[src/rtl/pc_stack_n2t.sv]
// pc_stack_n2t: program counter with return-address stack; optional PC_STACK_TRAP_EN jumps to TRAP_VEC on stack errors
module pc_stack_n2t #(
    parameter int                 WIDTH     = 16,
    parameter int                 DEPTH     = 8,
    parameter logic [WIDTH-1:0]   RESET_VEC = '0
`ifdef PC_STACK_TRAP_EN
    ,
    parameter logic [WIDTH-1:0]   TRAP_VEC  = WIDTH'(16'h7FF0)
`endif
) (
    input  logic                         clk,
    input  logic                         rst_n,
    input  logic [WIDTH-1:0]             in_i,
    input  logic                         load_i,
    input  logic                         inc_i,
    input  logic                         call_i,
    input  logic                         ret_i,
    input  logic                         clr_err_i,
    output logic [WIDTH-1:0]             out_o,
    output logic [$clog2(DEPTH+1)-1:0]   sp_o,
    output logic                         full_o,
    output logic                         empty_o,
    output logic                         overflow_o,
    output logic                         underflow_o
);
    localparam int SPW = $clog2(DEPTH+1);
    localparam int AW  = $clog2(DEPTH);

    logic [WIDTH-1:0] out_q, out_d, err_out, ret_addr;
    logic [SPW-1:0]   sp_q, sp_d;
    logic             ovf_q, ovf_d, unf_q, unf_d, push;
    logic [WIDTH-1:0] stack_q [DEPTH];
    logic [AW-1:0]    wr_idx, rd_idx;

    assign full_o      = sp_q == SPW'(DEPTH);
    assign empty_o     = sp_q == '0;
    assign out_o       = out_q;
    assign sp_o        = sp_q;
    assign overflow_o  = ovf_q;
    assign underflow_o = unf_q;
    assign ret_addr    = out_q + 1'b1;
    assign wr_idx      = sp_q[AW-1:0];
    assign rd_idx      = AW'(sp_q - 1'b1);
`ifdef PC_STACK_TRAP_EN
    assign err_out     = TRAP_VEC;
`else
    assign err_out     = out_q;
`endif

    // Prioritised command decode: call > ret > load > inc > hold
    always_comb begin
        out_d = out_q;
        sp_d  = sp_q;
        ovf_d = ovf_q & ~clr_err_i;
        unf_d = unf_q & ~clr_err_i;
        push  = 1'b0;
        if (call_i) begin
            if (full_o) begin
                ovf_d = 1'b1;
                out_d = err_out;
            end else begin
                push  = 1'b1;
                sp_d  = sp_q + 1'b1;
                out_d = in_i;
            end
        end else if (ret_i) begin
            if (empty_o) begin
                unf_d = 1'b1;
                out_d = err_out;
            end else begin
                sp_d  = sp_q - 1'b1;
                out_d = stack_q[rd_idx];
            end
        end else if (load_i) begin
            out_d = in_i;
        end else if (inc_i) begin
            out_d = ret_addr;
        end
    end

    // Counter, stack pointer and sticky error flags
    always_ff @(posedge clk or negedge rst_n) begin
        if (!rst_n) begin
            out_q <= RESET_VEC;
            sp_q  <= '0;
            ovf_q <= 1'b0;
            unf_q <= 1'b0;
        end else begin
            out_q <= out_d;
            sp_q  <= sp_d;
            ovf_q <= ovf_d;
            unf_q <= unf_d;
        end
    end

    // Return-address storage; a push writes the slot just above the top
    always_ff @(posedge clk or negedge rst_n) begin
        if (!rst_n) begin
            for (int i = 0; i < DEPTH; i++) stack_q[i] <= '0;
        end else if (push) begin
            stack_q[wr_idx] <= ret_addr;
        end
    end
endmodule
[config.mk]
export PLATFORM = sky130hd
export DESIGN_NAME = pc_stack_n2t
export DESIGN_NICKNAME = d
export VERILOG_FILES = /design/src/rtl/pc_stack_n2t.sv
export SDC_FILE = /design/constraint.sdc
export NUM_CORES = 1
export LEC_CHECK = 0
export ABC_CLOCK_PERIOD_IN_PS = 2700
export CAP_MARGIN = 20
export CORE_ASPECT_RATIO = 1.75
export CORE_UTILIZATION = 57
export CTS_CLUSTER_SIZE = 24
export DETAILED_ROUTE_END_ITERATION = 8
export DONT_BUFFER_PORTS = 1
export PLACE_DENSITY = 0.75
export REMOVE_ABC_BUFFERS = 1
export SLEW_MARGIN = 20
export SYNTH_ARGS = -nofsm -noshare
export SYNTH_HDL_FRONTEND = slang
export SYNTH_SLANG_ARGS = --single-unit
[constraint.sdc]
create_clock -name clk -period 2.7 [get_ports clk]
set_input_delay 0.81 -clock clk [delete_from_list [all_inputs] [get_ports clk]]
set_output_delay 0.81 -clock clk [all_outputs]
set_load 0.005 [all_outputs]
Yosys cells after proc, flatten, opt, wreduce, memory -nomap -nowiden

Cells that the tools add are included.

Register bits after elaboration: 150

$add $sub $neg: 3
Magnitude comparators: 3
Equality and inequality tests: 4
Muxes and demuxes: 23
Bitwise logic cells: 5
Reductions and logical operators: 6

Operators by type and width:

| cell                                                                         | count |
|---|---|
| 16-bit 2-to-1 mux                                                            | 9 |
| 128-bit bitwise mux                                                          | 1 |
| 16-bit binary-select mux with 3-bit select                                   | 1 |
| 16-bit demux with 3-bit select                                               | 1 |
| 16-bit by 1-bit adder with 16-bit output, second input constant              | 1 |
| 4-bit 2-to-1 mux                                                             | 4 |
| 4-bit greater-or-equal comparator, second input constant                     | 2 |
| 3-bit NOT with 4-bit output                                                  | 2 |
| 1-bit 2-to-1 mux                                                             | 7 |
| 3-bit AND reduction                                                          | 2 |
| 4-bit by 1-bit adder with 4-bit output, second input constant                | 1 |
| 4-bit == test, second input constant                                         | 1 |
| 4-bit logical NOT                                                            | 1 |
| 4-bit by 1-bit less-than comparator with 1-bit output, second input constant | 1 |
| 2-bit inequality test, second input constant                                 | 2 |
| 4-bit nonzero test                                                           | 1 |
| 4-bit by 1-bit subtractor with 4-bit output, second input constant           | 1 |
| 3-bit inequality test, second input constant                                 | 1 |
| 1-bit bitwise AND                                                            | 2 |
| 2-bit nonzero test                                                           | 1 |
| 1-bit logical AND                                                            | 1 |
| 1-bit NOT                                                                    | 1 |

Logic depth before layout (Yosys ltp)

Gate-level depths: netlist (run 1).

Depth in word-level cells: 8
Depth in mapped cells: 12
Mapped depth without buffers: 7

Worst setup path before layout (run 1)

OpenSTA, ideal clock, no wires.

Path type: register to register
From: reg sp_q[0], in the netlist sp_o[0]
To: reg out_q[9], in the netlist out_o[9]
Library setup time: 0.141 ns
Arrival time: 2.424 ns
Required time: 2.559 ns
Setup slack: 0.134 ns
Stages on the path, launching flop included: 11
Buffers on the path: 3
Clock period less this slack: 2.566 ns
Cells stage by stage: dfrtp_1 > buf_6 > buf_2 > inv_1 > ha_1 > buf_2 > xor2_4 > mux4_2 > or2_1 > o211ai_1 > a31oi_1

Longest elaborated chain between the ends: 8
Elaborated cells between the ends (all ways): 13
Those cells by class: add/sub: 1; eq/ne: 3; mux: 6; bitwise: 1; reduce/logical: 2

Ends and longest elaborated chain:

| element                                               | line | source |
|---|---|---|
| from (decl)                                           | 30   | `logic [SPW-1:0] sp_q, sp_d;` |
| from (signal assigned)                                | 90   | `sp_q <= sp_d;` |
| 4-bit by 1-bit subtractor with 4-bit output           | --   |  |
| net rd_idx[0]                                         | 33   | `logic [AW-1:0] wr_idx, rd_idx;` |
| 3-bit NOT with 4-bit output (not written as such)     | 72   | `out_d = stack_q[rd_idx];` |
| 16-bit binary-select mux with 3-bit select            | 72   |  |
| 16-bit 2-to-1 mux (not written as such) (2 in series) | 72   |  |
| 16-bit 2-to-1 mux                                     | 67   | `if (empty_o) begin` |
| 16-bit 2-to-1 mux                                     | 66   | `end else if (ret_i) begin` |
| 16-bit 2-to-1 mux                                     | 57   | `if (call_i) begin` |
| to (signal assigned)                                  | 89   | `out_q <= out_d;` |
| to (decl)                                             | 29   | `logic [WIDTH-1:0] out_q, out_d, err_out, ret_addr;` |

The timed path passes the listed nets, and every way through them passes these cells. The select of a mux whose other input is x is not followed.
A chain may end at the register's enable or synchronous reset.

Worst setup path in the final report (run 1)

From: reg sp_q[0], in the netlist sp_o[0]
To: out empty_o

Longest elaborated chain between the ends: 1

Ends and longest elaborated chain:

| element           | line | source |
|---|---|---|
| 4-bit logical NOT | 36   | `assign empty_o = sp_q == '0;` |
| to (decl)         | 22   | `output logic empty_o,` |

No other way between the ends.

==> impl_metrics.json, run 1 <==
{
  "outcome": "finished clean",
  "post_cts_buffers": 0,
  "die_area_um2": 13000,
  "port_buffers": 0,
  "drt_iter0_drc": 563,
  "clock-root-buffer": "clkbuf_16",
  "grt_max_degree": 151,
  "synth-edff-count": 0,
  "hold_viol": 0,
  "avgSynthCellArea_um2": 10.3,
  "core_um2": 12100,
  "skew_ns": 0.00755,
  "cpPeakStageDelay_ns": 0.51,
  "drt_wl_total_um": 19200,
  "critPathSlowestCell": "nor3b_2",
  "place_inst": 854,
  "worstReg2RegStart": "sp_o[0]",
  "rr_endpoint": "out_o[9]",
  "track_usage_pct": 32.4,
  "synth_largest_area_cell": "dfrtp_1",
  "path_cells": "inv_1 > ha_1 > nor3b_2",
  "synth-seq-cells": 150,
  "vias": 5721,
  "firstDrtPassIters": 5,
  "final_common_cell": "dfrtp_1",
  "chipWidth_um": 86.7,
  "r2r_setup_slack_ns": 0.33,
  "post-route-util_pct": 66.0,
  "power_switching_w": 0.00420,
  "pin_count": 47,
  "synth_area_leaders": "dfrtp_1 (52%), mux4_2 (9.8%), nand2_1 (6.9%)",
  "cp_max_fo": 5,
  "cts_tree": "built",
  "setup_viol": 0,
  "endpoint_kind": "primary output",
  "h-tree-depth": 4,
  "drcViolationCount": 0,
  "period_share_pct": 93.9,
  "dpl.hpwl_um": 12600,
  "critical_path_required_ns": 1.89,
  "power_density_nw_per_um2": 1350,
  "syn_area_um2": 7160,
  "layout_common_cells": "dfrtp_1 (149), nand2_1 (132), o21ai_0 (95)",
  "worstHoldPathType": "in -> async",
  "synthCells": 696,
  "die_h_um": 150,
  "seqPwrFrac_pct": 37.3,
  "cts_buffers": 17,
  "detail-route-antenna-nets": 0,
  "synth_ff_type": "dfrtp_1",
  "arrival_ns": 1.73,
  "syn_to_final_growth_pct": 11.9,
  "antenna_found_initial": 1,
  "async_reset_ff_share_pct": 100,
  "clock_path_buffers": 2,
  "synth_top_area_share_pct": 52.4,
  "grt-ovfl-total": 0,
  "viasPerCell": 6.45,
  "comb_power_share_pct": 42.3,
  "drive_gt1_share_pct": 16.6,
  "fin_cells": 887,
  "cp_top_family": "simple AND/OR/NAND/NOR gates",
  "globalplace.congestion": 0.892,
  "post_cts_resized": 0,
  "grt_pass1_vias": 5919,
  "peakVddDrop_mv": 0.596,
  "leakage_nw": 3.46,
  "path_class": "reg -> out",
  "internal-power_w": 0.00661,
  "rows": 53,
  "pwr-share-clk_pct": 20.4,
  "routedWlPerCell_um": 21.7,
  "yosysUniqueCellTypes": 54,
  "start_util_pct": 59.0,
  "nNetsFinal": 734,
  "yosys_warnings": 0,
  "finalCriticalPeriod_ns": 2.54,
  "clkTransAtPathRegs_ns": 0.06,
  "cts.sinks": 150,
  "clock_latency_ns": 0.43,
  "p_sw_share_pct": 38.8,
  "rsz0062_at_grt": "no",
  "r2r_cells": 7,
  "maxSlewViolCount": 0,
  "worst_pin_slew_ns": 0.860,
  "critPathLaunchType": "register",
  "max_slew_margin_pct": 42.2,
  "cts_hold_buf": 0,
  "max_freq_ghz": 0.394,
  "seq_area_frac_synth_pct": 52.4,
  "grt_pass1_wl_um": 31000,
  "cp_num_buf_inv": 1,
  "drv_cap": 0
}
flip-flops by register name (all words and copies together) (netlist names):
signal       cells
stack_q        128
overflow_o       1
underflow_o      1
out_o           16
sp_o             4
cells by family (layout without fill, tap and decap cells):
kind of cell	after synthesis	after routing	synth area share, %
muxes	49	49	12.5
xor gates and xnor gates	19	19	2.59
AOI/OAI and AO/OA	185	185	14.7
and+or+nand+nor	234	234	14.0
other	0	1	0
buffers and inverters	56	81	3.30
DFF	150	150	52.4
adders and majority gates	3	3	0.525
worst max-delay path by stage:
stage,startpoint,to,slack [ns],cells after the start
floorplan,sp_o[0],out_o[15],-1.27,7
global placement,sp_o[0],out_o[8],0.39,7
detailed placement,sp_o[0],out_o[9],0.32,7
CTS,sp_o[0],empty_o,0.16,3
global route,sp_o[0],empty_o,0.08,3
finish,sp_o[0],empty_o,0.16,3
cell type report:
class / count / area [µm²]
clock inverters: 12 / 93.8
flip-flops and latches: 150 / 3750
diodes: 1 / 2.50
inverters: 10 / 37.5
repair buffers: 39 / 293
fillers: 905 / 4120
well taps: 165 / 206
clock buffers: 20 / 457
multi-input cells: 490 / 3170
Yosys cell counts, drive strengths merged, types with 3 or more instances:
cell and instances:
dfrtp 150, nand2 132, o21ai 110, nor2 54, a21oi 41, mux4 31, clkbuf 30, buf 16
nand3 15, mux2 12, xor2 11, inv 10, xnor2 8, nand4 7, mux2i 6, a221o 4
a2bb2oi 4, nor3 4, and4 3, ha 3, nor2b 3, nor3b 3, o221ai 3, o22ai 3
o31ai 3
per-stage QoR:
stage                     TNS, ns  worst slack [ns]  cell area [µm²]  hold WS [ns]  total power (W)
after floorplan            -61.83             -1.27             6960         0.444          0.00699
after global placement          0             0.394             7460         0.457          0.00834
after detailed placement        0             0.321             7460         0.469          0.00854
after CTS                       0             0.159             8010        0.0717           0.0108
after global routing            0            0.0830             8010        0.0627           0.0115
final                           0             0.164             8010        0.0738           0.0108
power groups by stage:
stage,logic [W],clock network [W],registers (W)
3_3_place_gp,0.00437,0,0.00396
2_1_floorplan,0.00308,0,0.00391
4_1_cts,0.00456,0.00221,0.00401
3_5_place_dp,0.00450,0,0.00404
5_1_grt,0.00500,0.00231,0.00415
6_report,0.00457,0.00220,0.00403
per-layer routing:
metal / vias up / part of all wire, % / track usage [%]
li1: 2484 / - / -
met4: 0 / 5.7 / 20.3
met2: 315 / 49 / 52.0
met3: 92 / 8.4 / 8.11
met5: - / 0 / 0
met1: 2830 / 37 / 38.9
No activity file was read; power rests on OpenSTA's default activity.
==> run 2: changes to the inputs <==
--- a/config.mk
+++ b/config.mk
@@ -14,6 +14,7 @@
 export DONT_BUFFER_PORTS = 1
 export PLACE_DENSITY = 0.75
 export REMOVE_ABC_BUFFERS = 1
+export SKIP_CTS_REPAIR_TIMING = 1
 export SLEW_MARGIN = 20
 export SYNTH_ARGS = -nofsm -noshare
 export SYNTH_HDL_FRONTEND = slang
==> results of run 2 <==
Final layout, timing and power as in run 1 (identical DEF).
